File: config.mk
export PLATFORM = sky130hd
export DESIGN_NAME = ppu_quant
export DESIGN_NICKNAME = d
export VERILOG_FILES = /design/src/rtl/ppu_pkg.sv /design/src/rtl/ppu_fifo.sv /design/src/rtl/ppu_quant.sv
export SDC_FILE = /design/constraint.sdc
export NUM_CORES = 2
export LEC_CHECK = 0
export BUFFER_PORTS_ARGS = -buffer_cell sky130_fd_sc_hd__buf_2
export CAP_MARGIN = 5
export CORE_AREA = 2 2 559 561
export CTS_CLUSTER_DIAMETER = 60
export DETAILED_ROUTE_END_ITERATION = 8
export DIE_AREA = 0 0 561 563
export SLEW_MARGIN = 25
export SYNTH_ARGS = -nofsm -noshare
export SYNTH_HDL_FRONTEND = slang
export SYNTH_SLANG_ARGS = --single-unit
File: constraint.sdc
create_clock -name clk -period 26.2 [get_ports clk]
set_input_delay 5.24 -clock clk [delete_from_list [all_inputs] [get_ports clk]]
set_output_delay 5.24 -clock clk [all_outputs]
set_load 0.03 [all_outputs]
File: src/rtl/ppu_pkg.sv
// Shared types, constants and per-lane arithmetic helpers for the post-processing quantizer.
// Lane math: rounding arithmetic right shift, then optional ReLU and int8/int4 saturation.
package ppu_pkg;

  localparam int LANES = 16;
  localparam int ACC_W = 24;
  localparam int ROWS  = 16;
  localparam int OUT_W = 8;
  localparam int SUM_W = ACC_W + 1;

  typedef enum logic [1:0] {
    IDLE  = 2'd0,
    RUN   = 2'd1,
    DRAIN = 2'd2
  } state_e;

  typedef struct packed {
    logic [4:0] shift;
    logic       relu_en;
    logic       int4_out;
  } cfg_t;

  localparam logic signed [SUM_W-1:0] I8_MAX = SUM_W'(127);
  localparam logic signed [SUM_W-1:0] I8_MIN = SUM_W'(-128);
  localparam logic signed [SUM_W-1:0] I4_MAX = SUM_W'(7);
  localparam logic signed [SUM_W-1:0] I4_MIN = SUM_W'(-8);

  // One extra bit of headroom keeps the rounding add from overflowing at full-scale input.
  function automatic logic signed [SUM_W-1:0] round_shift(
    input logic signed [ACC_W-1:0] a,
    input logic        [4:0]       sh
  );
    logic signed [SUM_W-1:0] ext;
    logic signed [SUM_W-1:0] rnd;
    ext = {a[ACC_W-1], a};
    rnd = (sh == 5'd0) ? '0 : (SUM_W'(1) << (sh - 5'd1));
    return (ext + rnd) >>> sh;
  endfunction

  function automatic logic [OUT_W-1:0] sat_lane(
    input logic signed [SUM_W-1:0] v,
    input logic                    relu,
    input logic                    int4
  );
    logic signed [SUM_W-1:0] x;
    logic signed [SUM_W-1:0] hi;
    logic signed [SUM_W-1:0] lo;
    x  = (relu && v[SUM_W-1]) ? '0 : v;
    hi = int4 ? I4_MAX : I8_MAX;
    lo = int4 ? I4_MIN : I8_MIN;
    if (x > hi) begin
      x = hi;
    end else if (x < lo) begin
      x = lo;
    end
    return x[OUT_W-1:0];
  endfunction

endpackage

File: src/rtl/ppu_fifo.sv
// Synchronous show-ahead FIFO: head_dat reflects the oldest entry whenever count is non-zero.
// Push and pop may coincide at any fill level; the producer is responsible for never overfilling.
module ppu_fifo #(
  parameter int W     = 8,
  parameter int DEPTH = 4
) (
  input  logic                     clk,
  input  logic                     rst,
  input  logic                     push_vld,
  input  logic [W-1:0]             push_dat,
  input  logic                     pop,
  output logic [W-1:0]             head_dat,
  output logic [$clog2(DEPTH):0]   count
);

  localparam int AW = $clog2(DEPTH);
  localparam int CW = AW + 1;

  logic [W-1:0]  mem_q [DEPTH];
  logic [AW-1:0] wr_ptr_q, wr_ptr_d;
  logic [AW-1:0] rd_ptr_q, rd_ptr_d;
  logic [CW-1:0] count_q, count_d;

  always_comb begin
    wr_ptr_d = wr_ptr_q;
    rd_ptr_d = rd_ptr_q;
    count_d  = count_q;
    if (push_vld) begin
      wr_ptr_d = wr_ptr_q + AW'(1);
    end
    if (pop) begin
      rd_ptr_d = rd_ptr_q + AW'(1);
    end
    case ({push_vld, pop})
      2'b10:   count_d = count_q + CW'(1);
      2'b01:   count_d = count_q - CW'(1);
      default: count_d = count_q;
    endcase
  end

  always_ff @(posedge clk or posedge rst) begin
    if (rst) begin
      wr_ptr_q <= '0;
      rd_ptr_q <= '0;
      count_q  <= '0;
    end else begin
      wr_ptr_q <= wr_ptr_d;
      rd_ptr_q <= rd_ptr_d;
      count_q  <= count_d;
    end
  end

  // Storage needs no reset: nothing reads it until count says an entry was written.
  always_ff @(posedge clk) begin
    if (push_vld) begin
      mem_q[wr_ptr_q] <= push_dat;
    end
  end

  assign head_dat = mem_q[rd_ptr_q];
  assign count    = count_q;

endmodule

File: src/rtl/ppu_quant.sv
// Requantizes a 16-row tile of 24-bit lane sums to int8/int4 through a 2-stage pipeline into an output FIFO.
// Row accepted at edge N lands in the FIFO at N+2; input is credit-gated on FIFO space plus in-flight rows.
module ppu_quant #(
  parameter int LANES      = ppu_pkg::LANES,
  parameter int ACC_W      = ppu_pkg::ACC_W,
  parameter int ROWS       = ppu_pkg::ROWS,
  parameter int FIFO_DEPTH = 4
) (
  input  logic                     clk,
  input  logic                     rst,
  input  logic                     start,
  input  logic [4:0]               shift,
  input  logic                     relu_en,
  input  logic                     int4_out,
  input  logic                     in_valid,
  output logic                     in_ready,
  input  logic [LANES*ACC_W-1:0]   in_data,
  output logic                     out_valid,
  input  logic                     out_ready,
  output logic [LANES*8-1:0]       out_data,
  output logic                     busy,
  output logic                     tile_done
);

  import ppu_pkg::*;

  localparam int CW = $clog2(FIFO_DEPTH) + 1;
  localparam int RW = $clog2(ROWS);
  localparam int DW = LANES * OUT_W;

  state_e        state_q, state_d;
  cfg_t          cfg_q, cfg_d;
  logic [RW-1:0] row_q, row_d;
  logic          tile_done_q, tile_done_d;

  logic                    s1_vld_q, s1_vld_d;
  logic signed [SUM_W-1:0] s1_q [LANES];
  logic signed [SUM_W-1:0] s1_d [LANES];
  logic                    s2_vld_q, s2_vld_d;
  logic [DW-1:0]           s2_q, s2_d;

  logic [CW-1:0] fifo_count;
  logic [DW-1:0] fifo_head;
  logic [CW:0]   occ;
  logic          accept;
  logic          pop;
  logic          drain_done;

  for (genvar i = 0; i < LANES; i++) begin : g_lane
    assign s1_d[i] = round_shift(in_data[i*ACC_W +: ACC_W], cfg_q.shift);
    assign s2_d[i*OUT_W +: OUT_W] = sat_lane(s1_q[i], cfg_q.relu_en, cfg_q.int4_out);
  end

  assign out_valid = (fifo_count != '0);
  assign pop       = out_valid && out_ready;
  assign accept    = in_valid && in_ready;
  assign occ       = {1'b0, fifo_count} + (CW+1)'(s1_vld_q) + (CW+1)'(s2_vld_q);

  // Last row leaves the block on the same edge that pops it, so finish is decided one edge early.
  assign drain_done = !s1_vld_q && !s2_vld_q &&
                      ((fifo_count == '0) || ((fifo_count == CW'(1)) && pop));

  always_ff @(posedge clk or posedge rst) begin
    if (rst) begin
      state_q     <= IDLE;
      cfg_q       <= '0;
      row_q       <= '0;
      tile_done_q <= 1'b0;
    end else begin
      state_q     <= state_d;
      cfg_q       <= cfg_d;
      row_q       <= row_d;
      tile_done_q <= tile_done_d;
    end
  end

  always_comb begin
    state_d     = state_q;
    cfg_d       = cfg_q;
    row_d       = row_q;
    tile_done_d = 1'b0;
    case (state_q)
      IDLE: begin
        if (start) begin
          state_d        = RUN;
          cfg_d.shift    = shift;
          cfg_d.relu_en  = relu_en;
          cfg_d.int4_out = int4_out;
          row_d          = '0;
        end
      end
      RUN: begin
        if (accept) begin
          if (row_q == RW'(ROWS - 1)) begin
            state_d = DRAIN;
            row_d   = '0;
          end else begin
            row_d = row_q + RW'(1);
          end
        end
      end
      DRAIN: begin
        if (drain_done) begin
          state_d     = IDLE;
          tile_done_d = 1'b1;
        end
      end
      default: state_d = IDLE;
    endcase
  end

  always_comb begin
    in_ready = (state_q == RUN) && (occ < (CW+1)'(FIFO_DEPTH));
    busy     = (state_q != IDLE);
  end

  always_comb begin
    s1_vld_d = accept;
    s2_vld_d = s1_vld_q;
  end

  always_ff @(posedge clk or posedge rst) begin
    if (rst) begin
      s1_vld_q <= 1'b0;
      s2_vld_q <= 1'b0;
      s2_q     <= '0;
      for (int i = 0; i < LANES; i++) begin
        s1_q[i] <= '0;
      end
    end else begin
      s1_vld_q <= s1_vld_d;
      s2_vld_q <= s2_vld_d;
      s2_q     <= s2_d;
      for (int i = 0; i < LANES; i++) begin
        s1_q[i] <= s1_d[i];
      end
    end
  end

  ppu_fifo #(
    .W     (DW),
    .DEPTH (FIFO_DEPTH)
  ) u_fifo (
    .clk      (clk),
    .rst      (rst),
    .push_vld (s2_vld_q),
    .push_dat (s2_q),
    .pop      (pop),
    .head_dat (fifo_head),
    .count    (fifo_count)
  );

  // Head storage is unreset, so the visible data is forced to zero while nothing is valid.
  assign out_data  = out_valid ? fifo_head : '0;
  assign tile_done = tile_done_q;

endmodule

==> results.py <==
metrics = {
    "synthesis": {
        "synthArstFlopShare_pct": 51.8,
        "yosysUniqueCellTypes": 131,
        "avgSynthCellArea_sq_um": 8.68,
        "yosysMostFrequentCell": "nand2_1",
        "postSynthCellCount": 10700,
        "ys_seq_elements": 1063,
        "syn_area_sq_mm": 0.0925,
        "synth_nets": 11400,
        "ys_seq_area_share_pct": 31.5,
        "yosysWarnings": 0,
        "synth_flop_cell": "dfrtp_1",
        "synth_edf_count": 512,
        "synth_top_area_share_pct": 16.6,
        "synth.largest_area_cell": "edfxtp_1",
        "synthTopCellsByArea": "edfxtp_1 17%, dfrtp_1 15%, ha_1 4.5%, a21oi_1 4.1%, nand2_1 4.0%",
        "synth_commonest_cells": "983 x nand2_1, 803 x nor2_1, 759 x a21oi_1",
    },
    "worst_setup_path": {
        "critPathRequiredTime_ns": 26.77,
        "reg2reg_to": "s1_q[136]$_DFF_PP0_",
        "critical_path_class": "in2reg",
        "reg2reg_slack_ns": 17.78,
        "slowest_stage": "xor2_1",
        "cp_cell_sequence": "buf_2 -> ha_1 -> ha_1 -> a31oi_1 -> a21oi_1 -> o32a_1 -> nand2_1 -> a221oi_1 -> xor2_1 -> xnor2_1 -> clkinv_1 -> a31oi_1 -> a21oi_1 -> a211o_1",
        "worstSetupEndpointType": "flip-flop",
        "cp_num_buf_inv": 2,
        "setup.worst_path.start_class": "input port",
        "r2r_start": "cfg_q[6]$_DFFE_PP0P_",
        "crit_family": "compound AO/OA/AOI/OAI gates",
        "timing.critical_path.arrival_ns": 9.94,
        "reg2reg_depth": 19,
        "crit_fanout": 11,
        "slowest_delay_ns": 0.91,
    },
    "pwr": {
        "p_per_area_mw_per_mm2": 94.1,
        "ir_drop_mv": 0.0594,
        "leakagePower_nw": 39.1,
        "total_power_w": 0.00970,
    },
    "final_layout": {
        "layout.nets": 11400,
        "drive_gt1_share_pct": 14.9,
        "syn_to_final_growth_pct": 11.4,
        "n_fill_cell": 32600,
        "multi_input_area_sq_mm": 0.0592,
        "seqCellArea_sq_mm": 0.0292,
    },
    "routing": {
        "drt-vias-per-instance": 6.42,
        "post_drt_wl_per_cell_microns": 34.4,
        "dr.first_iter.drc_count": 15100,
        "vias": 96000,
        "detailedRoute.firstPassIterationCount": 7,
        "drc": 0,
        "postRouteAntennaNets": 0,
        "drt-total-wl_mm": 515,
    },
    "sta": {
        "finalCritPeriodShare_pct": 35.8,
        "clock.fmax_mhz": 107,
        "skew_ns": 0.0586,
        "max_slew_margin_pct": 15.5,
        "worst_pin_slew_ns": 1.27,
        "report.final.setup_viol": 0,
        "hold_ws_ns": 0.422,
        "rsz0062_at_grt": "no",
        "finalCriticalPeriod_ns": 9.37,
        "fin_tns_setup_ns": 0,
        "hold_viol_final": 0,
        "slew_violations": 0,
    },
    "grt": {
        "grtUsageTotal_pct": 31.2,
        "grt_max_degree": 130,
        "overflow": 0,
        "antenna_found_initial": 139,
        "grt_pass1_vias": 85700,
        "grt_pass1_wl_mm": 707,
    },
    "floorplan": {
        "die_h_microns": 563,
        "std_cell_rows": 205,
        "floorplan.initialDensity_pct": 29.8,
        "die_area_sq_mm": 0.316,
        "io_pins": 528,
        "die_width_microns": 561,
        "core_area_sq_mm": 0.310,
    },
    "worst_hold_path": {
        "min_from": "s1_vld_q$_DFF_PP0_",
        "min_path_cells": 0,
        "worstHoldEndpoint": "s2_vld_q$_DFF_PP0_",
        "min_path_type": "reg2reg",
    },
    "clock_network": {
        "ctsHoldBuffers": 0,
        "cts_sinks": 1063,
        "cts_setup_buffers": 0,
        "cts_tree": "built",
        "clk_pin_slew_ns": 0.07,
        "clock_latency_ns": 0.73,
        "ctsResizeCount": 0,
        "cts_buffers": 101,
        "cts.path.max_buffers": 3,
        "cts-root-buf": "clkbuf_16",
        "htree_levels": 3,
    },
    "job": {
        "cap_violations": 0,
    },
    "status": {
        "outcome": "complete, no violations",
    },
    "placement": {
        "gp_congestion": 1.06,
        "dpl.hpwl_mm": 385,
        "port-buffer-count": 527,
    },
}
[flip-flops by register name, indices dropped and copies added, names as in the netlist]
signal           cells
row_q                4
cfg_q                7
s2_vld_q             1
u_fifo.count         3
u_fifo.rd_ptr_q      2
s2_q               128
u_fifo.mem_q       512
u_fifo.wr_ptr_q      2
tile_done            1
s1_vld_q             1
state_q              2
s1_q               400
[cells in the final DEF, fill, tap and decap left out, types with 84 or more instances in the layout]
cell type	n
a211oi_1	221
a21o_1	157
a21oi_1	759
a31oi_1	177
and2_1	265
and3_1	90
buf_2	527
buf_4	242
clkbuf_16	104
dfrtp_1	542
edfxtp_1	512
ha_1	331
inv_1	186
mux2_2	142
mux2i_1	290
mux4_2	157
nand2_1	975
nand2b_1	84
nand3_1	275
nand4_1	163
nor2_1	775
nor3_1	191
nor4_1	111
o211ai_1	203
o21a_1	100
o21ai_0	728
o221ai_1	97
o22ai_1	133
xnor2_1	395
xor2_1	132
[per-stage QoR]
stage / utilization, % / std cells / worst slack (ns) / cell area [sq um]
2_1_floorplan: - / 10700 / 5.55 / 92500
3_5_place_dp: 31.9 / 14700 / 16.44 / 99100
3_3_place_gp: 31.9 / 14700 / 16.53 / 99000
4_1_cts: 33.1 / 14900 / 16.52 / 103000
5_1_grt: 33.2 / 14900 / 16.62 / 103000
6_report: 33.2 / 15000 / 16.83 / 103000
[area by class of cell]
class	count	area share, %
Tap cell	4140	5.03
Clock buffer	129	2.74
Timing Repair Buffer	784	4.60
Sequential cell	1063	28.3
Multi-Input combinational cell	8517	57.5
Antenna cell	70	0.170
Inverter	202	0.772
Clock inverter	63	0.903
[cells by family (layout without fill, tap and decap cells)]
logic type	after synthesis	count (layout)	synth area share (%)
compound gates	3575	3575	26.2
xor+xnor	551	551	5.41
fa+ha+maj	343	343	4.61
buf+inv	1086	1178	4.95
flops	1063	1063	31.5
mux	593	593	8.74
other cells	0	70	0
simple gates	3455	3455	18.6
[worst register-to-register path: cells and delay by family, from the launching register on]
family	cells	cell delay, ns
AOI/OAI and AO/OA	6	1.51
xor gates and xnor gates	2	1.44
adders and majority gates	1	0.47
buffers and inverters	5	2.52
DFF	1	0.75
and+or+nand+nor	5	1.65
[worst max path at each step]
stage,start,end,slack [ns],cells after the start
6_report,in_data[240],s1_q[136]$_DFF_PP0_,16.83,14
5_1_grt,u_fifo.rd_ptr_q[0]$_DFFE_PP0P_,out_data[42],16.62,5
4_1_cts,u_fifo.rd_ptr_q[0]$_DFFE_PP0P_,out_data[42],16.52,5
3_5_place_dp,in_data[264],s1_q[105]$_DFF_PP0_,16.44,15
3_3_place_gp,in_data[240],s1_q[136]$_DFF_PP0_,16.53,14
2_1_floorplan,rst,cfg_q[0]$_DFFE_PP0P_,5.55,1
[report_power, final]
group	total (W)	internal [W]	switching (W)	leakage (nW)
Clock	0.00162	0.000940	0.000676	1.83
Sequential	0.00270	0.00234	0.000363	11.0
Combinational	0.00538	0.00157	0.00381	26.2
[layer usage]
| metal | share of wire [%] | vias up | global-route usage [%] |
|---|---|---|---|
| li1 | - | 40600 | - |
| met1 | 42 | 46300 | 43.5 |
| met2 | 36 | 7461 | 39.6 |
| met3 | 14 | 1511 | 11.4 |
| met4 | 7.7 | 94 | 20.3 |
| met5 | 0.12 | - | 0.0301 |
Power figures use the tool's default switching activity.
